File: config.mk
export PLATFORM = sky130hd
export DESIGN_NAME = thermometer_encoder
export DESIGN_NICKNAME = d
export VERILOG_FILES = /design/src/rtl/therm_pkg.sv /design/src/rtl/therm_step_timer.sv /design/src/rtl/thermometer_encoder.sv
export SDC_FILE = /design/constraint.sdc
export NUM_CORES = 1
export LEC_CHECK = 0
export CAP_MARGIN = 20
export CORE_AREA = 3 3 40 42
export DETAILED_ROUTE_END_ITERATION = 10
export DIE_AREA = 0 0 43 45
export PLACE_DENSITY = 0.63
export SYNTH_ARGS = -nofsm -noshare
export SYNTH_HDL_FRONTEND = slang
export SYNTH_SLANG_ARGS = --single-unit
export TNS_END_PERCENT = 30
File: constraint.sdc
create_clock -name clk -period 1.04 [get_ports clk]
set_input_delay 0.312 -clock clk [delete_from_list [all_inputs] [get_ports clk]]
set_output_delay 0.312 -clock clk [all_outputs]
set_load 0.005 [all_outputs]
File: src/rtl/therm_pkg.sv
// Shared types and helpers for the thermometer encoder and decoder blocks.
// Holds the FSM state encodings, the level-to-thermometer expansion and the W/K width check.
package therm_pkg;

    typedef enum logic [1:0] {
        ST_IDLE = 2'd0,
        ST_UP   = 2'd1,
        ST_DOWN = 2'd2
    } state_t;

    // Widest thermometer the helpers support (K up to 8).
    localparam int THERM_MAX_W = 256;

    function automatic logic [THERM_MAX_W-1:0] therm_expand(input int unsigned lvl);
        logic [THERM_MAX_W-1:0] code;
        code = '0;
        for (int i = 0; i < THERM_MAX_W; i++) begin
            code[i] = (i < lvl);
        end
        return code;
    endfunction

    function automatic bit therm_width_ok(input int k, input int w);
        return (k >= 1) && (k <= 8) && (w == (1 << k) - 1);
    endfunction

endpackage

File: src/rtl/therm_step_timer.sv
// Modulo-STEP_DIV step counter; tick is high on the last count of each period.
// clear restarts the period at zero, enable lets the counter advance.
module therm_step_timer #(
    parameter int STEP_DIV = 2
) (
    input  logic clk,
    input  logic rst_n,
    input  logic clear,
    input  logic enable,
    output logic tick
);

    localparam int CW = (STEP_DIV > 1) ? $clog2(STEP_DIV) : 1;
    localparam logic [CW-1:0] LAST = CW'(STEP_DIV - 1);

    logic [CW-1:0] cnt;

    assign tick = enable && (cnt == LAST);

    always_ff @(posedge clk or negedge rst_n) begin
        if (!rst_n) begin
            cnt <= '0;
        end else if (clear) begin
            cnt <= '0;
        end else if (enable) begin
            if (cnt == LAST) begin
                cnt <= '0;
            end else begin
                cnt <= cnt + 1'b1;
            end
        end
    end

endmodule

File: src/rtl/thermometer_encoder.sv
// Binary level request to W-bit thermometer code with one-segment-per-step ramping.
// Define THERM_SLEW_EN for the slew-limited ramp; undefined, the target loads in one edge.
module thermometer_encoder
    import therm_pkg::*;
#(
    parameter int K        = 3,
    parameter int W        = 7,
    parameter int STEP_DIV = 2
) (
    input  logic         clk,
    input  logic         rst_n,
    input  logic         in_valid,
    input  logic [K-1:0] in_code,
    output logic         in_ready,
    output logic [W-1:0] therm,
    output logic [K-1:0] level,
    output logic         busy,
    output logic         done
);

    if (!therm_width_ok(K, W)) begin : g_bad_width
        $error("thermometer_encoder: W must equal 2**K-1");
    end
    if (STEP_DIV < 1) begin : g_bad_div
        $error("thermometer_encoder: STEP_DIV must be at least 1");
    end

    logic accept;

`ifdef THERM_SLEW_EN

    state_t       state;
    logic [K-1:0] target;
    logic [K-1:0] level_step;
    logic [W-1:0] therm_step;
    logic         tick;

    assign in_ready = (state == ST_IDLE) && rst_n;
    assign busy     = (state != ST_IDLE);
    assign accept   = in_valid && in_ready;

    therm_step_timer #(
        .STEP_DIV(STEP_DIV)
    ) u_step_timer (
        .clk   (clk),
        .rst_n (rst_n),
        .clear (accept),
        .enable(busy),
        .tick  (tick)
    );

    always_comb begin
        level_step = level;
        if (state == ST_UP) begin
            level_step = level + 1'b1;
        end else if (state == ST_DOWN) begin
            level_step = level - 1'b1;
        end
        therm_step = W'(therm_expand(32'(level_step)));
    end

    always_ff @(posedge clk or negedge rst_n) begin
        if (!rst_n) begin
            state  <= ST_IDLE;
            level  <= '0;
            target <= '0;
            therm  <= '0;
            done   <= 1'b0;
        end else begin
            done <= 1'b0;
            case (state)
                ST_IDLE: begin
                    if (accept) begin
                        target <= in_code;
                        if (in_code == level) begin
                            done <= 1'b1;
                        end else if (in_code > level) begin
                            state <= ST_UP;
                        end else begin
                            state <= ST_DOWN;
                        end
                    end
                end
                ST_UP, ST_DOWN: begin
                    if (tick) begin
                        level <= level_step;
                        therm <= therm_step;
                        // Arrival returns to IDLE on the same edge so a new request can follow at once.
                        if (level_step == target) begin
                            state <= ST_IDLE;
                            done  <= 1'b1;
                        end
                    end
                end
                default: state <= ST_IDLE;
            endcase
        end
    end

`else

    logic [W-1:0] therm_load;

    assign in_ready   = rst_n;
    assign busy       = 1'b0;
    assign accept     = in_valid && in_ready;
    assign therm_load = W'(therm_expand(32'(in_code)));

    always_ff @(posedge clk or negedge rst_n) begin
        if (!rst_n) begin
            level <= '0;
            therm <= '0;
            done  <= 1'b0;
        end else begin
            done <= accept;
            if (accept) begin
                level <= in_code;
                therm <= therm_load;
            end
        end
    end

`endif

endmodule
==> metrics, run 1 <==
Startpoint Class=flip-flop; Critical R2R Launch=therm[3]; Worst VDD drop=approximately 1000 uV; area leader, netlist=dfrtp_1; largest family of logic cells by synthesized area=compound AO/OA/AOI/OAI gates; top post-synthesis cells by area=dfrtp_1, mux2_4, a21oi_1; top post-synthesis cells by count=dfrtp_1, a21oi_1, buf_4, mux2_4, inv_1; CTS tree=yes; Synth Area in Adders=0; pin count of the biggest net entering global routing=10; Initial Util=0.332; Die X-Extent=roughly 43 um; max frequency=851 MHz; slowest stage delay, CP=390 ps; XOR/XNOR share of the synthesized area=0; Min Hold Slack=184 ps; H-tree Lvls=1; CTS Buf Count=3; Synthesized Nets=40; async set or reset register ratio after synthesis=1.00; drt drc=0; clock root buffer master=clkbuf_4; Worst setup EP type=primary output; initial antenna violation count=0; cell with the most instances after synthesis=dfrtp_1; row cnt=13; CP Max Fanout=2; violated checks=setup timing; Total GRT Usage=0.103; final hold viol count=0; WP data arrival=860 ps; setup violators final=11; Unique masters post-synth=14; Die Area=1940 um2; Synth Area in Compound Gates=0.158; PwrDens=1500 nW/um2; worst endpoint required time=approximately 730 ps; CP max stage cell=dfrtp_1; gpl congestion=0.737; final wirelength=920 um; HP Class=in2async; Synth Area in Simple Gates=0.0704; remaining antenna violation count=0; mux share of post-synthesis cell area=0.106; crit-path cells=buf_6 > buf_6; synth warn=0; clock buffer depth=2; crit-path leading delay family=flip-flops; Buf/Inv on CP=2; total grt overflow=0; HPWL after detailed placement=633 um; Nets=74; MaxCap Viol Count=0; most frequent CP cell=buf_6; clock skew=0 ps; clk sink count=10; critical path type=reg2out; synthesized instance count=34; post-synth top area share=0.587; Top Ports=19; hold_buf cts=0; Static Leak=0.384 nW; Levels on crit path=2; Pre-antenna DRT Iters=2; worst reg2reg setup slack=-50 ps; post-synthesis sequential area ratio=0.587; Starting DRT DRC Count=1; # diodes=0; vias in the first global route=~340; Critical R2R Capture=therm[3]; Routed wire per std cell=11.2 um; Seq cells post-synth=10; routed via count=360; primary flip-flop cell chosen by synthesis mapping=dfrtp_1; layout cells sized above 1=0.582; Layout area overhead=65.1%; vias per cell=4.39; post-synthesis average cell area=12.5 um2; Cell Area, Synth=roughly 430 um2; core area=between 1000 and 1500 um2; Tcrit/Tclk final=1.13; crit path time final=1180 ps; pre-CTS WS=-564 ps; run status=finished with violations; final max-slew violation count=0; R2R depth=4; final worst slack=-135 ps; Port Buffer Count=17; chip height=about 45 um; number of flops mapped to enable cells by yosys=0; clock latency on the worst-skew pair=260 ps; first-pass GRT wire length=1480 um; RSZ-0062 raised after global routing=true; clock-pin slew on the worst setup and hold paths=70 ps
==> stage by stage <==
| stage | utilization | TNS, ps | area [um2] | power (mW) | cells |
|---|---|---|---|---|---|
| final | 0.548 | -397 | 704 | 1.06 | 82 |
| after global routing | 0.548 | -841 | 704 | 1.12 | 82 |
| after CTS | 0.543 | -972 | 698 | 1.05 | 80 |
| after detailed placement | 0.508 | -6380 | 653 | 0.719 | 71 |
| after global placement | 0.508 | -6210 | 653 | 0.715 | 71 |
| after floorplan | - | 0 | 427 | 0.541 | 34 |
==> placed cells by master, fill, tap and decap left out <==
cell type / netlist / routed
inv_1: 2 / 2
clkbuf_2: 0 / 6
and4_4: 0 / 1
a22o_2: 1 / 1
a21oi_1: 7 / 7
dfrtp_1: 10 / 10
buf_6: 0 / 3
clkbuf_8: 0 / 1
a21o_2: 1 / 1
nor3_2: 0 / 1
mux2_4: 3 / 3
buf_2: 0 / 5
clkbuf_4: 0 / 3
o2111ai_1: 1 / 1
nor2_1: 1 / 1
clkdlybuf4s50_1: 0 / 1
dlymetal6s2s_1: 0 / 2
o21ai_1: 0 / 1
conb_1: 1 / 1
nand2_4: 1 / 1
dlygate4sd2_1: 0 / 2
buf_4: 3 / 13
==> sequential cells by signal, indices dropped and copies added (netlist names) <==
register / cells
level: 2
done: 1
therm: 7
==> logic make-up (layout without fill, tap and decap cells) <==
group / count (synthesis) / in the layout
AOI/OAI and AO/OA: 11 / 11
buffers and inverters: 5 / 38
muxes: 3 / 3
other: 1 / 1
DFF: 10 / 10
and+or+nand+nor: 4 / 4
==> report_power, final <==
group	leakage [nW]	switching (mW)	total (mW)	internal, mW
registers	0.118	0.0200	0.452	0.432
logic	0.246	0.0927	0.258	0.165
clock network	0.0210	0.134	0.346	0.212
total	0.384	0.247	1.06	0.809
==> routing by layer <==
metal / vias up / wire [um] / track usage
met5: - / 0 / 0
met1: 159 / 448 / 0.140
li1: 185 / - / -
met3: 2 / 79 / 0.0279
met4: 0 / 6 / 0.0361
met2: 14 / 386 / 0.159
==> final cells by class <==
type	instances	area [um2]
fillers	119	581
repair buffers	32	239
flip-flops and latches	10	250
inverters	2	7.51
clock buffers	4	36.3
well taps	15	18.8
multi-input cells	19	153
==> repair_timing <==
item,4_1_cts,5_1_grt
gates cloned,0,0
buffers inserted,5,2
gates resized for setup,40,12
setup endpoints to repair,22,17
==> worst reg2reg max path: stages (launching register included) <==
cell and delay, ps:
dfrtp_1 390, buf_6 120, buf_4 120, buf_4 120, mux2_4 240
==> worst max-delay path by stage <==
| stage | from | to | slack, ps |
|---|---|---|---|
| 4_1_cts | therm[3] | level[2] | -170 |
| 3_3_place_gp | rst_n | in_ready | -550 |
| 6_report | therm[3] | level[2] | -140 |
| 2_1_floorplan | in_code[1] | therm[6] | 200 |
| 3_5_place_dp | rst_n | in_ready | -560 |
| 5_1_grt | therm[3] | level[2] | -180 |
Power figures use the tool's default switching activity.
==> run 2, diff against run 1 <==
--- a/config.mk
+++ b/config.mk
@@ -9,7 +9,7 @@
 export CORE_AREA = 3 3 40 42
 export DETAILED_ROUTE_END_ITERATION = 10
 export DIE_AREA = 0 0 43 45
-export PLACE_DENSITY = 0.63
+export PLACE_DENSITY = 0.73
 export SYNTH_ARGS = -nofsm -noshare
 export SYNTH_HDL_FRONTEND = slang
 export SYNTH_SLANG_ARGS = --single-unit
==> run 2 against run 1 <==
Net effect:
- the run still ends with setup timing left
- highest routed layer unchanged
- global-route usage is 1.2 points higher
- design area stayed put
- critical path depth stayed put
- cell count is 1.2% lower
- critical path type unchanged
- power is 0.54% higher
- clock skew stayed put
==> metrics, run 2 (synthesis gave the netlist of run 1 again) <==
run status=finished with violations; violated checks=setup timing; TNS Setup=-485 ps (-88.4 ps); Placed Area=668 um2 (+2.3%); initial antenna violation count=0 (unchanged); worst reg2reg setup slack=-50 ps (about the same); Die X-Extent=43 um (unchanged); clock root buffer master=clkbuf_4; worst endpoint required time=730 ps (about the same); critical path type=reg2out; Nets=73 (-1.4%); total grt overflow=0 (unchanged); Reg with most FFs=therm; Pre-antenna DRT Iters=3 (+1); Routed wire per std cell=13.1 um (+16%); Die Area=1940 um2 (unchanged); CP Max Fanout=2 (unchanged); max reg flops=7 (unchanged); pre-CTS WS=-569 ps (-5.85 ps); final wirelength=1060 um (+15%); Worst Setup SP=therm[3]; final hold viol count=0 (unchanged); remaining antenna violation count=0 (unchanged); CTS tree=yes; clock buffer depth=2 (unchanged); R2R depth=4 (unchanged); drt drc=0 (unchanged); Static Leak=0.388 nW (+0.97%); commonest non-fill, non-tap cells in the layout=buf_4, dfrtp_1, a21oi_1, clkbuf_2, buf_2; chip height=45 um (unchanged); HP Class=in2async; Top Ports=19 (unchanged); worst setup path end=level[2]; routed via count=371 (+3.1%); final max-slew violation count=0 (unchanged); Critical R2R Launch=therm[3]; max frequency=839 MHz (-1.3%); Layout area overhead=65.1% (unchanged); gpl congestion=0.666 (-9.6%); core area=1280 um2 (unchanged); hold_buf cts=0 (unchanged); biggest regs=therm (7), level (2), done (1); clock skew=0 ps (unchanged); clk sink count=10 (unchanged); Starting DRT DRC Count=7 (+6); H-tree Lvls=1 (unchanged); Initial Util=0.332 (unchanged); WP data arrival=880 ps (+20 ps); post-route cell area=704 um2 (unchanged); CTS Buf Count=3 (unchanged); pin count of the biggest net entering global routing=11 (+1); Worst setup EP type=primary output; clock latency on the worst-skew pair=260 ps (about the same); MaxCap Viol Count=0 (unchanged); clock-pin slew on the worst setup and hold paths=70 ps (about the same); row cnt=13 (unchanged); RSZ-0062 raised after global routing=true; vias per cell=4.58 (+4.3%); # diodes=0 (unchanged); Min Hold Slack=82.3 ps (-102 ps); crit path time final=1190 ps (+15.8 ps); vias in the first global route=352 (+5.1%); Worst VDD drop=642 uV (-35%); PwrDens=1510 nW/um2 (+0.54%); HPWL after detailed placement=748 um (+18%); Startpoint Class=flip-flop; layout cells sized above 1=0.591 (+0.00882); Port Buffer Count=17 (unchanged); Critical R2R Capture=therm[3]; commonest non-fill, non-tap cell in the layout=buf_4; Total GRT Usage=0.115 (+0.0120); end-of-flow core utilization=0.548 (unchanged); final worst slack=-151 ps (-15.8 ps); setup violators final=11 (unchanged); first-pass GRT wire length=1600 um (+7.9%); Tcrit/Tclk final=1.15 (+0.0152)
-- run 2: cell types whose count changed in the layout (fill, tap and decap cells not counted), sizes merged --
cell           change
buf                -1
dlymetal6s2s       +1
clkdlybuf4s50      -1
-- run 2: critical path, cell delays in order, from the launching register on --
cell     delay, ps
dfrtp_1        390
buf_6          120
buf_6          100
-- run 2: layer usage --
layer / GRT usage / vias up / share of wire
met4: 0.0723 / 0 / 0.021
met2: 0.183 / 17 / 0.48
met1: 0.143 / 169 / 0.42
met5: 0 / - / 0
li1: - / 181 / -
met3: 0.0239 / 4 / 0.078
-- run 2: how the worst min path moves through the flow --
| stage | cells past startpoint | endpoint | start | slack (ps) |
|---|---|---|---|---|
| finish | 2 | therm[2] | rst_n | 80 |
| global placement | 1 | therm[5] | therm[5] | 470 |
| detailed placement | 1 | therm[5] | therm[5] | 470 |
| CTS | 2 | therm[2] | rst_n | 80 |
| global route | 2 | therm[2] | rst_n | 100 |
| floorplan | 0 | done | rst_n | 20 |
-- run 2: stage by stage --
step | cells | total power [mW]
2_1_floorplan | 34 | 0.541
3_3_place_gp | 73 | 0.721
3_5_place_dp | 73 | 0.730
4_1_cts | 79 | 1.07
5_1_grt | 81 | 1.12
6_report | 81 | 1.06
-- run 2: cell type report --
| class | count | area, um2 |
|---|---|---|
| fill | 113 | 581 |
| sequential | 10 | 250 |
| timing repair buffer | 31 | 234 |
| multi-input combinational | 19 | 158 |
| clock buffer | 4 | 36.3 |
| tap | 15 | 18.8 |
| inverter | 2 | 7.51 |
-- run 2: timing repair --
action	CTS	global route
buffers inserted	2	2
pin swaps	0	1
endpoints found under the setup margin	22	16
resized for setup	40	13
-- run 2: power by group --
part / switching (mW) / internal, mW
sequential: 0.0213 / 0.432
combinational: 0.0980 / 0.163
clock: 0.135 / 0.213
total: 0.254 / 0.808
